[config.mk]
export PLATFORM = sky130hd
export DESIGN_NAME = beta_mem_sched
export DESIGN_NICKNAME = d
export VERILOG_FILES = /design/src/rtl/beta_mem_sched_pkg.sv /design/src/rtl/beta_mem_sched_chan.sv /design/src/rtl/beta_mem_sched.sv
export SDC_FILE = /design/constraint.sdc
export NUM_CORES = 1
export LEC_CHECK = 0
export CAP_MARGIN = 40
export CELL_PAD_IN_SITES_DETAIL_PLACEMENT = 1
export CELL_PAD_IN_SITES_GLOBAL_PLACEMENT = 1
export CORE_MARGIN = 3
export CORE_UTILIZATION = 39
export DETAILED_ROUTE_END_ITERATION = 8
export GPL_ROUTABILITY_DRIVEN = 0
export MAX_ROUTING_LAYER = met4
export PLACE_DENSITY_LB_ADDON = 0.1
export SLEW_MARGIN = 20
export SYNTH_ARGS = -nofsm -noshare
export SYNTH_HDL_FRONTEND = slang
export SYNTH_SLANG_ARGS = --single-unit
[constraint.sdc]
create_clock -name clk -period 3.03 [get_ports clk]
set_input_delay 0.606 -clock clk [delete_from_list [all_inputs] [get_ports clk]]
set_output_delay 0.606 -clock clk [all_outputs]
set_load 0.01 [all_outputs]
[src/rtl/beta_mem_sched_pkg.sv]
// -----------------------------------------------------------------------------
// beta_mem_sched_pkg
// Shared constants and helpers for the beta-memory sweep scheduler.
//   P, Q, N, LMAX  : default geometry (values per block, bits per value,
//                    code length, highest stored beta layer)
//   CNT_W, LAYER_W : widths of the beat counters and layer fields
//   chan_state_t   : per-channel sequencer state
//   beat_count     : max(1, 2^l / div), the number of beats to sweep layer l
//   w_beats/r_beats: write (div = 2P) and read (div = P) beat counts
// -----------------------------------------------------------------------------
package beta_mem_sched_pkg;

    localparam int P       = 16;
    localparam int Q       = 6;
    localparam int N       = 1024;
    localparam int LMAX    = 8;
    localparam int CNT_W   = 6;
    localparam int LAYER_W = 5;

    typedef enum logic {
        IDLE = 1'b0,
        BUSY = 1'b1
    } chan_state_t;

    // Layers outside the legal range never reach the sweep logic, so a
    // wrapped shift for large l only ever yields the harmless minimum of 1.
    function automatic int beat_count(input logic [LAYER_W-1:0] l, input int div);
        int v;
        v = (1 << l) / div;
        return (v < 1) ? 1 : v;
    endfunction

    function automatic int w_beats(input logic [LAYER_W-1:0] l);
        return beat_count(l, 2 * P);
    endfunction

    function automatic int r_beats(input logic [LAYER_W-1:0] l);
        return beat_count(l, P);
    endfunction

endpackage

[src/rtl/beta_mem_sched_chan.sv]
// -----------------------------------------------------------------------------
// beta_chan_seq
// One sweep channel: accepts a layer command, then drives en/cnt/layer for
// beat_count(layer, DIV) consecutive cycles and pulses done on the last beat.
//   clk, rst   : clock, synchronous active-high reset
//   cmd_valid  : command request
//   cmd_layer  : requested layer
//   cmd_block  : external hold-off (read-after-write hazard)
//   cmd_ready  : command accepted this cycle when cmd_valid is high
//   en         : beat enable, high every cycle of a sweep
//   layer      : latched layer of the running sweep (0 when idle)
//   cnt        : beat index 0..beats-1 (0 when idle)
//   done       : high on the final beat
//   err        : one-cycle pulse after an illegal layer was accepted
// -----------------------------------------------------------------------------
module beta_chan_seq #(
    parameter int DIV  = 32,
    parameter int LMAX = 8
) (
    input  logic                                   clk,
    input  logic                                   rst,
    input  logic                                   cmd_valid,
    input  logic [beta_mem_sched_pkg::LAYER_W-1:0] cmd_layer,
    input  logic                                   cmd_block,
    output logic                                   cmd_ready,
    output logic                                   en,
    output logic [beta_mem_sched_pkg::LAYER_W-1:0] layer,
    output logic [beta_mem_sched_pkg::CNT_W-1:0]   cnt,
    output logic                                   done,
    output logic                                   err
);
    import beta_mem_sched_pkg::*;

    chan_state_t      state;
    logic             live;       // low during and for one cycle after reset
    logic [CNT_W-1:0] last_cnt;   // beats-1 of the running sweep
    logic [CNT_W-1:0] first_last; // beats-1 of the incoming command
    logic             legal;
    logic             hs;

    assign legal      = (cmd_layer != '0) && (int'(cmd_layer) <= LMAX);
    assign first_last = CNT_W'(beat_count(cmd_layer, DIV) - 1);

    // done marks the final beat, so a new command can be taken in that cycle
    // and the next sweep follows without an idle cycle.
    assign cmd_ready = live && ((state == IDLE) || done) && !cmd_block;
    assign hs        = cmd_valid && cmd_ready;

    always_ff @(posedge clk) begin
        if (rst) begin
            state    <= IDLE;
            live     <= 1'b0;
            en       <= 1'b0;
            layer    <= '0;
            cnt      <= '0;
            done     <= 1'b0;
            err      <= 1'b0;
            last_cnt <= '0;
        end else begin
            live <= 1'b1;
            err  <= hs && !legal;
            if (hs && legal) begin
                state    <= BUSY;
                en       <= 1'b1;
                layer    <= cmd_layer;
                cnt      <= '0;
                last_cnt <= first_last;
                done     <= (first_last == '0);
            end else if ((state == BUSY) && !done) begin
                cnt  <= cnt + 1'b1;
                done <= (CNT_W'(cnt + 1'b1) == last_cnt);
            end else begin
                state    <= IDLE;
                en       <= 1'b0;
                layer    <= '0;
                cnt      <= '0;
                done     <= 1'b0;
                last_cnt <= '0;
            end
        end
    end

endmodule

[src/rtl/beta_mem_sched.sv]
// -----------------------------------------------------------------------------
// beta_mem_sched
// Schedules write and read sweeps of the beta memory. Two beta_chan_seq
// instances run the channels; this level adds the read-after-write hazard,
// illegal-layer error reporting and the rd_vld alignment register.
//   clk, rst                         : clock, synchronous active-high reset
//   wcmd_valid/wcmd_layer/wcmd_ready : write-sweep command handshake
//   rcmd_valid/rcmd_layer/rcmd_ready : read-sweep command handshake
//   w_en, layer_w, cnta              : beta-memory write controls
//   r_en, layer_r, cntb              : beta-memory read controls
//   rd_vld                           : read data valid (r_en one cycle late)
//   wr_done, rd_done                 : pulse on the last beat of a sweep
//   cmd_err                          : pulse after an illegal layer is accepted
// -----------------------------------------------------------------------------
module beta_mem_sched #(
    parameter int P    = 16,
    parameter int Q    = 6,
    parameter int N    = 1024,
    parameter int LMAX = 8
) (
    input  logic                                   clk,
    input  logic                                   rst,
    input  logic                                   wcmd_valid,
    input  logic [beta_mem_sched_pkg::LAYER_W-1:0] wcmd_layer,
    output logic                                   wcmd_ready,
    input  logic                                   rcmd_valid,
    input  logic [beta_mem_sched_pkg::LAYER_W-1:0] rcmd_layer,
    output logic                                   rcmd_ready,
    output logic                                   w_en,
    output logic [beta_mem_sched_pkg::LAYER_W-1:0] layer_w,
    output logic [beta_mem_sched_pkg::CNT_W-1:0]   cnta,
    output logic                                   r_en,
    output logic [beta_mem_sched_pkg::LAYER_W-1:0] layer_r,
    output logic [beta_mem_sched_pkg::CNT_W-1:0]   cntb,
    output logic                                   rd_vld,
    output logic                                   wr_done,
    output logic                                   rd_done,
    output logic                                   cmd_err
);
    import beta_mem_sched_pkg::*;

    if ((Q < 1) || (N < 2 * P) || (LMAX > $clog2(N)) ||
        (((1 << LMAX) / P) > (1 << CNT_W))) begin : g_param_check
        $error("beta_mem_sched: inconsistent P/Q/N/LMAX parameters");
    end

    logic w_err;
    logic r_err;
    logic w_take;
    logic hazard;

    // A write that is being accepted this cycle and will actually sweep.
    assign w_take = wcmd_valid && wcmd_ready && (wcmd_layer != '0) &&
                    (int'(wcmd_layer) <= LMAX);

    // Hold reads of a layer that is still being written. The running write
    // releases the hold on its final beat; a write accepted in the same cycle
    // to the same layer keeps it held.
    assign hazard = (w_en && !wr_done && (layer_w == rcmd_layer)) ||
                    (w_take && (wcmd_layer == rcmd_layer));

    beta_chan_seq #(
        .DIV  (2 * P),
        .LMAX (LMAX)
    ) u_wr (
        .clk       (clk),
        .rst       (rst),
        .cmd_valid (wcmd_valid),
        .cmd_layer (wcmd_layer),
        .cmd_block (1'b0),
        .cmd_ready (wcmd_ready),
        .en        (w_en),
        .layer     (layer_w),
        .cnt       (cnta),
        .done      (wr_done),
        .err       (w_err)
    );

    beta_chan_seq #(
        .DIV  (P),
        .LMAX (LMAX)
    ) u_rd (
        .clk       (clk),
        .rst       (rst),
        .cmd_valid (rcmd_valid),
        .cmd_layer (rcmd_layer),
        .cmd_block (hazard),
        .cmd_ready (rcmd_ready),
        .en        (r_en),
        .layer     (layer_r),
        .cnt       (cntb),
        .done      (rd_done),
        .err       (r_err)
    );

    assign cmd_err = w_err || r_err;

    // Memory read data is registered, so its valid trails r_en by one cycle.
    always_ff @(posedge clk) begin
        if (rst) begin
            rd_vld <= 1'b0;
        end else begin
            rd_vld <= r_en;
        end
    end

endmodule

==> out/metrics.yaml, run 1 <==
setup_path:
  crit_path_top_delay_cell: "clkdlybuf4s50_1"
  r2r-start: "u_wr.done$_SDFF_PP0_"
  required_ns: 2.42
  critPathKind: "input pin to primary output"
  rrSetupSlack_ns: 1.09
  crit_chain: "clkdlybuf4s50_1, xnor2_1, nand2_1, or4_4, and2_2, dlygate4sd2_1"
  critPathArrivalTime_ns: 2.33
  crit_path_end_kind: "primary output"
  worstSetupStartpoint: "rcmd_layer[1]"
  path_max_fanout: 3
  start_kind: "input pin"
  critPathMaxStageDelay_ns: 0.54
global_route:
  antenna_found_initial: 0
  track_usage_pct: 19.2
  grt_overflow: 0
  grt_pass1_vias: 1995
  grt_pass1_wl_um: 9560
  grt_max_degree: 14
synth:
  synth_top_area_share_pct: 37.7
  synth_area_leaders: "dfxtp_1 (38%), xnor2_1 (9.0%), ha_1 (5.6%)"
  yosysMostFrequentCell: "dfxtp_1"
  avgSynthCellArea_um2: 8.99
  synth_common_cells: "dfxtp_1 (42), xnor2_1 (23), nor2_1 (18)"
  synth_edf_count: 0
  synth.distinct_cells: 46
  yosysTopAreaCell: "dfxtp_1"
  async_flop_share_pct: 0
  yosysWarnings: 0
  synth-seq-cells: 42
  synth_flop_cell: "dfxtp_1"
  syn_inst: 248
  yosysSeqAreaShare_pct: 37.7
  syn_area_um2: 2230
floorplan:
  ioPinCount: 44
  start_util_pct: 42.0
  die_h_um: 81.6
  die_w_um: 81.6
  fp-row-count: 26
  core-area_um2: 5300
  dieArea_um2: 6660
power:
  power_mw: 1.11
  power_density_nw_per_um2: 367
  leakage_nw: 1.23
  ir_drop_v: 0.000180
timing:
  final-hold-violation-count: 0
  setup_slack_ns: 0.0953
  rsz0062_at_grt: "no"
  relSlewSlack_pct: 63.3
  slew_violations: 0
  skew_ns: 0.00833
  setup_viol: 0
  layout_min_cycle_time_ns: 2.93
  setup-tns-final_ns: 0
  worstMarginPinSlew_ns: 0.548
  clock.fmax_mhz: 341
  period_share_pct: 96.9
hold_path:
  hold_class: "flip-flop to flip-flop"
  min_from: "u_rd.layer[4]$_SDFFE_PP0P_"
placed_design:
  io_buffers: 43
  hpwl_um: 4650
  post-place-ws_ns: -0.322
  placed_area_um2: 2950
  dp.cells: 383
cts:
  holdBufCountCts: 0
  cts.htree.levels: 2
  cts_root_buf: "clkbuf_8"
  cts_buffers: 5
  clk_pin_slew_worst_paths_ns: 0.08
  cts_setup_buffers: 0
  tritoncts: "built"
  clock_latency_ns: 0.29
  cts_sinks: 42
  clock_path_buffers: 2
drt:
  wl_per_cell_um: 14.9
  drt_iter0_drc: 80
  drc: 0
  first_pass_iters: 4
  via_per_inst: 5.10
  vias: 1994
  drt_wl_total_um: 5820
  final_antenna_net_count: 0
cells_and_area:
  syn2layout_area_growth_pct: 36.0
  fin_nets: 344
  post_route_cells_drive_above_1_share_pct: 15.9
  design_area_um2: 3030
  antenna_cells: 0
  instances_no_fill: 391
run:
  drv_cap: 0
outcome:
  status: "complete, no violations"
==> where the power goes <==
part,internal [mW],switching [mW],leakage (nW)
Clock,0.183,0.198,0.0472
Combinational,0.0852,0.0835,0.841
Sequential,0.558,0.00497,0.339
Total,0.827,0.287,1.23
==> final timing paths <==
check                           cells after the start                       endpoint
worst min-delay path                                1     u_rd.layer[4]$_SDFFE_PP0P_
worst max register to register                      6  u_rd.last_cnt[3]$_SDFFE_PP0P_
worst max-delay path                                6                     rcmd_ready
worst min register to register                      1     u_rd.layer[4]$_SDFFE_PP0P_
==> registers in the layout, summed over array words and instances, names as in the netlist <==
name	cells
rd_vld	1
u_rd.err	1
u_wr.done	1
u_rd.last_cnt	6
u_wr.live	1
u_rd.layer	5
u_rd.cnt	6
u_wr.last_cnt	6
u_rd.done	1
u_rd.en	1
u_wr.layer	5
u_wr.cnt	6
u_wr.en	1
u_wr.err	1
==> kinds of logic (layout without fill, tap and decap cells) <==
logic type                 count (synthesis)  after routing  share of synthesized area, %
AOI/OAI and AO/OA                         38             38                          12.2
xor gates and xnor gates                  36             36                          15.5
adders and majority gates                 10             10                          5.61
buffers and inverters                     20             92                          3.48
DFF                                       42             42                          37.7
muxes                                      1              1                         0.449
other                                      1              2                         0.168
and+or+nand+nor                          100            100                          24.8
==> cells in the final DEF, fill, tap and decap left out, types with 10 or more instances in the layout <==
| cell type | synthesis | final |
|---|---|---|
| buf_4 | 0 | 32 |
| nor2_1 | 18 | 18 |
| and2_1 | 10 | 10 |
| ha_1 | 10 | 10 |
| nand2_1 | 17 | 17 |
| dfxtp_1 | 42 | 42 |
| xnor2_1 | 23 | 23 |
| o21ai_0 | 10 | 10 |
| xor2_1 | 11 | 11 |
| clkdlybuf4s50_1 | 0 | 34 |
| nand3_1 | 12 | 12 |
==> area by class of cell <==
cell class / instances / area, um2
fill: 639 / 2270
timing repair buffer: 75 / 659
clock buffer: 6 / 82.6
inverter: 9 / 33.8
clock inverter: 2 / 12.5
multi-input combinational: 187 / 1310
tap: 70 / 87.6
sequential: 42 / 841
==> per-layer routing <==
metal  up-vias  share of wire [%]  routed length, um  GRT usage, %
li1       1010                  -                  -             -
met1       934                 49               2830          24.6
met2        46                 47               2710          30.8
met3         4                3.9                225          3.40
met4         0               0.94                 55          5.98
met5         -                  0                  0             -
==> stage by stage <==
step / utilization [%] / hold slack (ns)
2_1_floorplan: - / 0.432
3_3_place_gp: 55.6 / 0.439
3_5_place_dp: 55.6 / 0.449
4_1_cts: 57.1 / 0.473
5_1_grt: 57.1 / 0.508
6_report: 57.1 / 0.471
==> critical path, delay by kind of cell <==
kind | cells | cell delay [ns]
simple gates | 3 | 0.73
xor+xnor | 1 | 0.15
buf+inv | 2 | 0.83
==> repair_timing <==
| item | 4_1_cts | 5_1_grt |
|---|---|---|
| gates cloned | 0 | 0 |
| pin swaps | 1 | 1 |
| setup endpoints to repair | 1 | 1 |
| gates resized for setup | 9 | 0 |
No activity file was read; power rests on OpenSTA's default activity.
==> run 2: changes to the inputs <==
- CORE_UTILIZATION: 39 -> 47
- DONT_BUFFER_PORTS: default -> 1
==> run 2 against run 1 <==
- cell count down 23%
- setup slack better by 0.46 ns
- routed wire length down 14%
- sequential power barely moved
- maximum frequency rose by 19%
- via count decreased by 13%
- first-iteration DRC count is 30% lower
- global-route usage is 0.51 points higher
- combinational power fell by 45%
- worst hold slack got worse by 0.089 ns
==> out/metrics.yaml, run 2 (synthesis results as in run 1) <==
cells_and_area:
  post_route_cells_drive_above_1_share_pct: 8.84  # -7.1 points
  nFillCells: 529  # -17%
  mostFrequentLayoutCell: "dfxtp_1"
  fin_nets: 272  # -21%
  antenna_cells: 0  # unchanged
  syn2layout_area_growth_pct: 7.02
  layout_common_cells: "dfxtp_1 (42), xnor2_1 (23), nor2_1 (18), nand2_1 (17), nand3_1 (12)"
global_route:
  grt_pass1_vias: 1741  # -13%
  grt_pass1_wl_um: 8320  # -13%
  grt_overflow: 0  # unchanged
  track_usage_pct: 19.7  # +0.51 points
  antenna_found_initial: 0  # unchanged
  grt_max_degree: 14  # unchanged
outcome:
  status: "complete, no violations"
timing:
  layout_min_cycle_time_ns: 2.47  # -0.460 ns
  worstMarginPinSlew_ns: 0.533  # -0.0155 ns
  rsz0062_at_grt: "no"
  clock.fmax_mhz: 404  # +19%
  setup-tns-final_ns: 0  # unchanged
  period_share_pct: 81.7  # -15 points
  setup_viol: 0  # unchanged
  slew_violations: 0  # unchanged
  whs_ns: 0.382  # -0.0891 ns
  skew_ns: 0.00612  # -0.00221 ns
  relSlewSlack_pct: 64.2  # +0.90 points
  final-hold-violation-count: 0  # unchanged
setup_path:
  required_ns: 2.42  # about the same
  crit_chain: "nand2b_1, nand3_1, or4_4, and2_2"
  critPathArrivalTime_ns: 1.87  # -0.46 ns
  r2r-start: "u_rd.cnt[0]$_SDFF_PP0_"
  start_kind: "flip-flop"
  worst-path-stages: 4  # -2
  path_max_fanout: 5  # +2
  critPathKind: "flip-flop to primary output"
  reg2reg_to: "u_rd.done$_SDFF_PP0_"
  reg2regPathDepth: 6  # unchanged
  rrSetupSlack_ns: 1.03  # -0.06 ns
  crit_path_top_delay_cell: "or4_4"
  critical_path.top_delay_family: "simple AND/OR/NAND/NOR gates"
  cp-endpoint: "rcmd_ready"
  crit_path_end_kind: "primary output"
  worstSetupStartpoint: "u_wr.done$_SDFF_PP0_"
  critPathMaxStageDelay_ns: 0.56  # +0.02 ns
  critPathBufInv: 0  # -2
cts:
  clk_pin_slew_worst_paths_ns: 0.08  # about the same
  tritoncts: "built"
  clock_path_buffers: 2  # unchanged
  cts.htree.levels: 2  # unchanged
  postCtsResizedCells: 0  # -9
  holdBufCountCts: 0  # unchanged
  cts_setup_buffers: 0  # unchanged
  clock_latency_ns: 0.29  # about the same
  cts_buffers: 5  # unchanged
  cts_sinks: 42  # unchanged
  cts_root_buf: "clkbuf_8"
power:
  power_density_nw_per_um2: 461  # +25%
  ir_drop_v: 0.000199  # +10%
  leakage_nw: 0.933  # -24%
drt:
  drt_iter0_drc: 56  # -30%
  vias: 1735  # -13%
  drc: 0  # unchanged
  drt_wl_total_um: 5000  # -14%
  final_antenna_net_count: 0  # unchanged
  first_pass_iters: 4  # unchanged
  via_per_inst: 5.76  # +13%
  wl_per_cell_um: 16.6  # +12%
floorplan:
  die_h_um: 74.9  # -8.3%
  die_w_um: 74.9  # -8.3%
  core-area_um2: 4470  # -16%
  start_util_pct: 49.8  # +7.8 points
  ioPinCount: 44  # unchanged
  dieArea_um2: 5600  # -16%
  fp-row-count: 24  # -7.7%
hold_path:
  hold_class: "input pin to flip-flop"
run:
  drv_cap: 0  # unchanged
placed_design:
  hpwl_um: 3950  # -15%
  io_buffers: 0  # -100%
[run 2: cell count changes in the layout (fill, tap and decap cells not counted), sizes merged]
cell           change
clkbuf             -1
dlygate4sd2        -9
clkdlybuf4s50     -34
buf               -29
clkinv             +1
bufinv             +1
clkinvlp           -1
[run 2: how the worst min path moves through the flow]
stage	from	to	slack (ns)	depth (start not counted)
after floorplan	u_rd.last_cnt[5]$_SDFFE_PP0P_	u_rd.last_cnt[5]$_SDFFE_PP0P_	0.43	1
after global placement	u_rd.last_cnt[5]$_SDFFE_PP0P_	u_rd.last_cnt[5]$_SDFFE_PP0P_	0.44	1
after detailed placement	u_rd.last_cnt[5]$_SDFFE_PP0P_	u_rd.last_cnt[5]$_SDFFE_PP0P_	0.46	1
after CTS	rst	u_wr.err$_SDFF_PP0_	0.37	1
after global routing	rst	rd_vld$_SDFF_PP0_	0.37	1
final	rst	u_wr.err$_SDFF_PP0_	0.38	1
[run 2: stage by stage]
step	setup slack [ns]	power, mW	instance area [um2]	utilization, %	std cells
after CTS	0.549	1.11	2380	53.3	301
final	0.556	1.10	2380	53.3	301
after global placement	0.440	0.669	2270	50.7	292
after floorplan	0.390	0.662	2230	-	249
after global routing	0.470	1.15	2380	53.3	301
after detailed placement	0.355	0.672	2280	50.9	293
[run 2: report_power, final]
part / total, mW / switching, mW / internal, mW
Combinational: 0.0935 / 0.0512 / 0.0422
Clock: 0.439 / 0.197 / 0.243
Sequential: 0.566 / 0.00701 / 0.559
Total: 1.10 / 0.255 / 0.843
[run 2: final cells by class]
| class | instances | area (um2) | share of cell area [%] |
|---|---|---|---|
| multi-input combinational | 187 | 1310 | 55.1 |
| sequential | 42 | 841 | 35.3 |
| clock buffer | 5 | 68.8 | 2.89 |
| tap | 52 | 65.1 | 2.73 |
| clock inverter | 3 | 40.0 | 1.68 |
| inverter | 9 | 33.8 | 1.42 |
| timing repair buffer | 3 | 22.5 | 0.944 |
[run 2: per-layer routing]
metal	GRT usage [%]	up-vias	part of all wire [%]
met4	4.74	0	1.2
met1	26.3	815	51
met5	-	-	0
met2	29.2	43	41
li1	-	871	-
met3	5.87	6	5.9
==> run 3: changes to the inputs <==
- clock period: 3.03 -> 2.4 ns (I/O delays scaled with it)
==> run 3 against run 2 <==
- flip-flop and latch count is the same
- critical endpoint unchanged
- highest routed layer unchanged
- largest cell class unchanged
- setup slack got worse by 0.40 ns
- global-route usage rose by 0.43 points
==> out/metrics.yaml, run 3 (synthesis results as in run 1) <==
cts:
  cts_setup_buffers: 0  # unchanged
  cts_sinks: 42  # unchanged
  clock_latency_ns: 0.29  # about the same
  clk_pin_slew_worst_paths_ns: 0.09  # about the same
  tritoncts: "built"
  cts_root_buf: "clkbuf_8"
  cts_buffers: 5  # unchanged
  cts.htree.levels: 2  # unchanged
  clock_path_buffers: 2  # unchanged
  holdBufCountCts: 0  # unchanged
setup_path:
  worstSetupStartpoint: "u_wr.done$_SDFF_PP0_"
  rrSetupSlack_ns: 0.38  # -0.65 ns
  r2r-start: "u_rd.cnt[0]$_SDFF_PP0_"
  crit_path_end_kind: "primary output"
  critPathArrivalTime_ns: 1.76  # -0.11 ns
  reg2reg_to: "u_rd.done$_SDFF_PP0_"
  critPathKind: "flip-flop to primary output"
  reg2regPathDepth: 6  # unchanged
  required_ns: 1.92  # -0.50 ns
  start_kind: "flip-flop"
  path_max_fanout: 5  # unchanged
hold_path:
  min_to: "rd_vld$_SDFF_PP0_"
  min_path_cells: 1  # unchanged
  min_from: "rst"
  hold_class: "input pin to flip-flop"
global_route:
  use_met1_pct: 28.2  # +1.9 points
  grt_overflow: 0  # unchanged
  track_usage_pct: 20.1  # +0.43 points
  grt_pass1_wl_um: 8410  # +1.1%
  grt_pass1_vias: 1720  # -1.2%
  antenna_found_initial: 0  # unchanged
  use_met2_pct: 28.1  # -1.1 points
  top_usage_layer: "met1"
  grt_max_degree: 16  # +2
  use_met3_pct: 6.28  # +0.40 points
outcome:
  status: "complete, no violations"
power:
  ir_drop_v: 0.000343  # +73%
  power_density_nw_per_um2: 620  # +35%
  power_mw: 1.51  # +37%
  leakage_nw: 0.945  # +1.3%
drt:
  via_per_inst: 5.75  # -0.29%
  drt_iter0_drc: 80  # +43%
  vias: 1730  # -0.29%
  drt_wl_total_um: 5110  # +2.2%
  first_pass_iters: 4  # unchanged
  drc: 0  # unchanged
  final_antenna_net_count: 0  # unchanged
  wl_per_cell_um: 17.0  # +2.2%
timing:
  clock.fmax_mhz: 446
  setup_viol: 0  # unchanged
  final-hold-violation-count: 0  # unchanged
  period_share_pct: 93.5
  slew_violations: 0  # unchanged
  skew_ns: 0.00554  # -0.000582 ns
  layout_min_cycle_time_ns: 2.24
  rsz0062_at_grt: "no"
placed_design:
  hpwl_um: 3950  # about the same
  dp.cells: 293  # unchanged
  io_buffers: 0  # unchanged
cells_and_area:
  fin_util_pct: 54.3  # +0.98 points
  fin_nets: 272  # unchanged
  antenna_cells: 0  # unchanged
  post_route_cells_drive_above_1_share_pct: 10.8  # +2.0 points
  syn2layout_area_growth_pct: 8.98
  layout_common_cells: "dfxtp_1 (41), xnor2_1 (23), nor2_1 (17), nand2_1 (17), nand3_1 (12)"
  mostFrequentLayoutCell: "dfxtp_1"
  instances_no_fill: 301  # unchanged
floorplan:
  core-area_um2: 4470  # unchanged
  fp-row-count: 24  # unchanged
  die_w_um: 74.9  # unchanged
  die_h_um: 74.9  # unchanged
  ioPinCount: 44  # unchanged
  start_util_pct: 49.8  # unchanged
  dieArea_um2: 5600  # unchanged
run:
  drv_cap: 0  # unchanged
run 3: cell count changes in the layout (fill, tap and decap cells not counted), sizes merged:
cell | before | now
bufinv | 1 | 2
clkinv | 2 | 1
run 3: layout make-up:
cell class / instances / area [um2]
repair buffers: 3 / 22.5
multi-input cells: 187 / 1330
fillers: 537 / 2050
inverters: 9 / 33.8
clock inverters: 3 / 68.8
clock buffers: 5 / 68.8
flip-flops and latches: 42 / 842
well taps: 52 / 65.1
run 3: per-layer routing:
metal	routed length, um	vias up
met5	0	-
met2	2150	47
met3	370	4
met4	62	0
met1	2530	814
li1	-	865
run 3: how the worst max path moves through the flow:
stage	endpoint	cells after the start	slack (ns)
floorplan	u_wr.last_cnt[2]$_SDFFE_PP0P_	11	0.01
global placement	u_wr.last_cnt[2]$_SDFFE_PP0P_	10	0.07
detailed placement	u_wr.done$_SDFF_PP0_	10	-0.03
CTS	rcmd_ready	4	0.04
global route	rcmd_ready	4	0.03
finish	rcmd_ready	4	0.16
run 3: power breakdown:
group,switching (mW),internal [mW],total [mW]
Clock,0.254,0.417,0.671
Combinational,0.0657,0.0546,0.120
Sequential,0.00901,0.705,0.714
run 3: worst max-delay path: stages (launching register included):
cell,delay (ns)
dfxtp_2,0.37
nand2b_2,0.17
nand3_1,0.14
or4_4,0.56
and2_2,0.25
run 3: repair_timing:
action / 4_1_cts / 5_1_grt
endpoints found under the hold margin: 0 / 0
gates resized for setup: 0 / 2
endpoints found under the setup margin: 0 / 1
run 3: metrics by stage:
stage	TNS, ns	hold WS [ns]	cell area, um2	worst slack, ns
floorplan	0	0.432	2240	0.0146
global placement	0	0.444	2290	0.0730
detailed placement	-0.0465	0.460	2290	-0.0336
CTS	0	0.240	2420	0.0391
global route	0	0.225	2430	0.0325
finish	0	0.245	2430	0.156
